### src/rtl/pipe_addsub.sv
// pipe_addsub: pipelined ripple-carry adder/subtractor.
// The operand is split into STAGES chunks of CW bits; stage k ripples chunk k
// using the carry registered by stage k-1. Upper operand chunks ride along in
// skew registers and finished lower sum chunks ride along in deskew registers,
// so the full result leaves the last stage aligned. A single global advance
// enable stalls every stage at once when the output is blocked.
// WIDTH must be a multiple of STAGES.
module pipe_addsub #(
  parameter int WIDTH  = 16,
  parameter int STAGES = 4
) (
  input  logic             clk,
  input  logic             rst,
  input  logic             in_valid,
  output logic             in_ready,
  input  logic [WIDTH-1:0] a,
  input  logic [WIDTH-1:0] b,
  input  logic             cin,
  input  logic             sub,
  output logic             out_valid,
  input  logic             out_ready,
  output logic [WIDTH-1:0] sum,
  output logic             cout,
  output logic             ovf
);

  localparam int CW = WIDTH / STAGES;

  // Inputs seen by each stage: operands (b already inverted for subtract),
  // partially built sum, incoming chunk carry and valid.
  logic [STAGES-1:0][WIDTH-1:0] ai, bi, si;
  logic [STAGES-1:0]            ci, vi;

  logic             adv;
  logic [WIDTH-1:0] sum_q;
  logic             cout_q, ovf_q, out_valid_q;

  // Whole pipeline moves together unless a finished result is blocked.
  assign adv      = !out_valid_q || out_ready;
  assign in_ready = adv;

  // Subtract is a + ~b + !cin: fold the inversion and carry flip in up front
  // so every stage is a plain adder and the mode never travels down the pipe.
  assign ai[0] = a;
  assign bi[0] = b ^ {WIDTH{sub}};
  assign si[0] = '0;
  assign ci[0] = cin ^ sub;
  assign vi[0] = in_valid;

  assign out_valid = out_valid_q;
  assign sum       = sum_q;
  assign cout      = cout_q;
  assign ovf       = ovf_q;

  // Ripple of full-adder cells over chunk k; other bits of s pass through.
  // Returns {carry out of the chunk, updated sum word}.
  function automatic logic [WIDTH:0] chunk_add(
    input logic [WIDTH-1:0] x,
    input logic [WIDTH-1:0] y,
    input logic [WIDTH-1:0] s,
    input logic             c,
    input int               k
  );
    logic [WIDTH-1:0] so;
    logic             cy;
    so = s;
    cy = c;
    for (int i = 0; i < CW; i++) begin
      so[k*CW+i] = x[k*CW+i] ^ y[k*CW+i] ^ cy;
      cy         = (x[k*CW+i] & y[k*CW+i]) | (cy & (x[k*CW+i] ^ y[k*CW+i]));
    end
    return {cy, so};
  endfunction

  for (genvar k = 0; k < STAGES; k++) begin : g_stg
    logic [WIDTH:0] res_d;
    assign res_d = chunk_add(ai[k], bi[k], si[k], ci[k], k);

    if (k < STAGES-1) begin : g_mid
      logic [WIDTH-1:0] a_q, b_q, s_q;
      logic             c_q, v_q;

      // Intermediate stage: register chunk carry, partial sum and skewed operands.
      always_ff @(posedge clk) begin
        if (rst) begin
          v_q <= 1'b0;
          c_q <= 1'b0;
          a_q <= '0;
          b_q <= '0;
          s_q <= '0;
        end else if (adv) begin
          v_q <= vi[k];
          c_q <= res_d[WIDTH];
          a_q <= ai[k];
          b_q <= bi[k];
          s_q <= res_d[WIDTH-1:0];
        end
      end

      assign ai[k+1] = a_q;
      assign bi[k+1] = b_q;
      assign si[k+1] = s_q;
      assign ci[k+1] = c_q;
      assign vi[k+1] = v_q;
    end else begin : g_last
      logic c_msb_in;
      // Carry into the MSB recovered from the MSB cell's inputs and output.
      assign c_msb_in = ai[k][WIDTH-1] ^ bi[k][WIDTH-1] ^ res_d[WIDTH-1];

      // Final stage: register the aligned result, carry-out and overflow.
      always_ff @(posedge clk) begin
        if (rst) begin
          out_valid_q <= 1'b0;
          sum_q       <= '0;
          cout_q      <= 1'b0;
          ovf_q       <= 1'b0;
        end else if (adv) begin
          out_valid_q <= vi[k];
          sum_q       <= res_d[WIDTH-1:0];
          cout_q      <= res_d[WIDTH];
          ovf_q       <= c_msb_in ^ res_d[WIDTH];
        end
      end
    end
  end

endmodule

### config.mk
export PLATFORM = sky130hd
export DESIGN_NAME = pipe_addsub
export DESIGN_NICKNAME = d
export VERILOG_FILES = /design/src/rtl/pipe_addsub.sv
export SDC_FILE = /design/constraint.sdc
export NUM_CORES = 1
export LEC_CHECK = 0
export ABC_AREA = 1
export CAP_MARGIN = 20
export CORE_ASPECT_RATIO = 1.2
export CORE_MARGIN = 2
export CORE_UTILIZATION = 25
export DETAILED_ROUTE_END_ITERATION = 8
export GPL_TIMING_DRIVEN = 0
export SLEW_MARGIN = 25
export SYNTH_ARGS = -nofsm -noshare
export SYNTH_HDL_FRONTEND = slang
export SYNTH_SLANG_ARGS = --single-unit
### constraint.sdc
create_clock -name clk -period 4 [get_ports clk]
set_input_delay 1 -clock clk [delete_from_list [all_inputs] [get_ports clk]]
set_output_delay 1 -clock clk [all_outputs]
set_load 0.02 [all_outputs]
==> flow_summary.yaml, run 1 <==
outcome:
  status: "completed"
setup_path:
  critPathMaxFanout: 10
  crit_top_cell: "clkdlybuf4s50_1"
  path_class: "input port to output pin"
  crit_chain: "clkdlybuf4s50_1 -> inv_2 -> nand2_2 -> buf_4 -> buf_6 -> clkdlybuf4s50_1"
  cp.required_ps: 3000
  crit_slowest_cell: "clkdlybuf4s50_1"
  cp_slowest_stage_delay_ps: 620
  startpoint_type: "input port"
  end_kind: "output pin"
  rrSetupSlack_ps: 1630
  cp.arrival_ps: 2810
layout:
  ff_latch_area_sq_um: 1940
  synthToLayoutAreaGrowth_pct: 28.0
  final_core_util_pct: 32.3
  num-fill-cells: 1638
  antenna_cells: 0
  drive_gt1_share_pct: 7.91
  multi_input_area_sq_um: 1650
  nets: 582
route:
  wl_met2_mm: 4.96
  drtPass1Iterations: 5
  drc: 0
  wl_met3_microns: 364
  ant_nets: 0
  wl_per_cell_microns: 12.8
  drt_iter0_drc: 213
  vias: 3154
  routed.top_layer: "met4"
  vias_per_cell: 4.27
  met1Wirelength_mm: 4.06
  routed_wl_mm: 9.49
floorplan:
  fp-row-count: 50
  pin_count: 58
  initial_core_util_pct: 25.3
  core-area_sq_um: 15500
  fp.dieArea_sq_um: 16600
  die-height_microns: 141
  dieWidth_microns: 118
synth:
  synth-warning-count: 0
  synth_edf_count: 0
  synth.cell_area_sq_um: 3900
  yosysTopAreaCell: "dfxtp_1"
  synthTopCellsByArea: "dfxtp_1 50%, o21ai_0 12%, nor2_1 12%"
  avgSynthCellArea_sq_um: 8.48
  synth_ff_type: "dfxtp_1"
  synthArstFlopShare_pct: 0
  ys_seq_elements: 97
  synth_cell_types: 19
  syn_nets: 515
  synth_cells: 460
  yosysSeqAreaShare_pct: 49.8
  yosysTopAreaCellShare_pct: 49.8
power:
  intPower_w: 0.00162
  seqPwrFrac_pct: 50.3
  clockPowerShare_pct: 36.5
  comb_power_share_pct: 13.2
  p_per_area_nw_per_um2: 432
  p_leak_nw: 1.92
  peakVddDrop_mv: 0.209
  p_switching_w: 0.000542
  p_sw_share_pct: 25.1
timing:
  rsz0062_at_grt: "false"
  hold_viol_final: 0
  finalCritPeriodShare_pct: 95.3
  fin_crit_ps: 3810
  max_clock_freq_mhz: 262
  setup_viol: 0
  worst_pin_slew_ps: 435
  finalClockSkew_ps: 6.72
  maxSlewHeadroom_pct: 71.0
  tns_ps: 0
  slew_viol_final: 0
min_path:
  hold_path.class: "flop to flop"
global_route:
  grt_first_pass_wirelength_mm: 15.4
  grt_pass1_vias: 3197
  grt_overflow: 0
  grt_usage_pct: 11.7
  antenna_found_initial: 0
  grt_max_degree: 16
clock_network:
  clock-root-buffer: "clkbuf_16"
  postCtsHoldBufs: 0
  cts_setup_buffers: 0
  cts_tree: "yes"
  cts_resized: 0
  htree_levels: 3
  clk_latency_ps: 340
  clk_pin_slew_ps: 70
  numClockSinks: 97
  numCtsBuffers: 9
  clock_path_buffers: 2
run:
  maxCapViolations: 0
placed_design:
  portBuffers: 56
  hpwl_mm: 6.99
  place.gp.congestion: 0.849
## Yosys cell counts, types with 2 or more instances
cell type  count
nor2_1       122
dfxtp_1       97
o21ai_0       95
a21oi_1       37
inv_1         31
fa_1          16
xnor2_1       14
clkbuf_1       9
buf_2          8
buf_4          8
nand2_1        7
clkbuf_2       4
buf_6          3
xor2_1         3
inv_2          2
## path summary, 6_finish.rpt
path                                              from                 end  cells past startpoint
worst max-delay path                         out_ready            in_ready                      6
worst min register to register      g_stg[2].g_mid.v_q  g_stg[2].g_mid.v_q                      2
worst min-delay path                g_stg[2].g_mid.v_q  g_stg[2].g_mid.v_q                      2
worst max register to register  g_stg[2].g_mid.a_q[12]                 ovf                     13
## power groups by stage
stage                     Clock, W  Combinational (W)  Sequential (W)
after floorplan                  0           0.000161         0.00111
after global placement           0           0.000281         0.00111
after detailed placement         0           0.000286         0.00111
after CTS                 0.000803           0.000289         0.00109
after global routing      0.000842           0.000322         0.00110
final                     0.000788           0.000284         0.00109
## cell families after synthesis
kind of cell | synth area share, %
buf+inv | 7.98
xor+xnor | 3.82
simple gates | 13.0
fa+ha+maj | 8.53
flops | 49.8
compound gates | 16.9
## layout make-up
cell class              instances  area share [%]
plain buffers                  32            3.76
multi-input cells             298            33.0
clock buffers                  10            4.79
repair buffers                 56            11.2
flip-flops and latches         97            38.9
well taps                     208            5.21
inverters                      33            2.48
clock inverters                 5           0.626
## stage by stage
step	hold WS, ps	total power, W	area (sq um)	cells	worst slack (ps)
floorplan	429	0.00127	3900	460	783
global placement	444	0.00139	4720	724	189
detailed placement	452	0.00139	4720	724	174
CTS	463	0.00218	4990	739	170
global route	504	0.00226	4990	739	98.4
finish	461	0.00216	4990	739	187
## layer usage
metal / vias to the layer above / global-route usage [%]
met3: 10 / 2.95
met2: 60 / 21.5
met4: 0 / 3.55
met1: 1479 / 13.4
met5: - / 0
li1: 1605 / -
## critical path, delay by kind of cell
family | cells | cell delay, ps
simple gates | 1 | 160
buf+inv | 5 | 1660
## state kept, by name, summed over array words and instances, names as in the netlist
signal           flops
g_stg.g_mid.b_q     24
g_stg.g_mid.c_q      3
g_stg.g_mid.v_q      3
g_stg.g_mid.a_q     24
cout                 1
sum                 16
out_valid            1
g_stg.g_mid.s_q     24
ovf                  1
## placed cells by master (no fill, tap or decap)
| cell type | n |
|---|---|
| ha_1 | 1 |
| clkinv_2 | 3 |
| nand3_1 | 1 |
| clkbuf_2 | 4 |
| o21ai_0 | 95 |
| clkbuf_1 | 9 |
| nor2_4 | 1 |
| nand2_2 | 1 |
| inv_2 | 2 |
| buf_4 | 8 |
| nand2_1 | 7 |
| a21oi_1 | 37 |
| clkbuf_16 | 9 |
| dfxtp_1 | 97 |
| nor2_1 | 122 |
| xnor2_1 | 14 |
| xor2_1 | 3 |
| buf_6 | 3 |
| buf_2 | 8 |
| clkinvlp_4 | 1 |
| fa_1 | 16 |
| clkdlybuf4s50_1 | 56 |
| inv_1 | 31 |
| inv_6 | 1 |
| clkbuf_8 | 1 |
No activity file was read; power rests on OpenSTA's default activity.
==> run 2, diff against run 1 <==
clock period = 4.55 ns   (was 4 ns; I/O delays follow)
==> results of run 2 <==
The final DEF is identical to that of run 1. Status: completed.
Main changes from that run: setup slack after placement 174 ps -> 449 ps; setup slack after layout 187 ps -> 462 ps; register-to-register setup slack 1630 ps -> 2180 ps; total power 0.00216 W -> 0.00190 W; worst IR drop on VDD 0.209 mV -> 0.183 mV
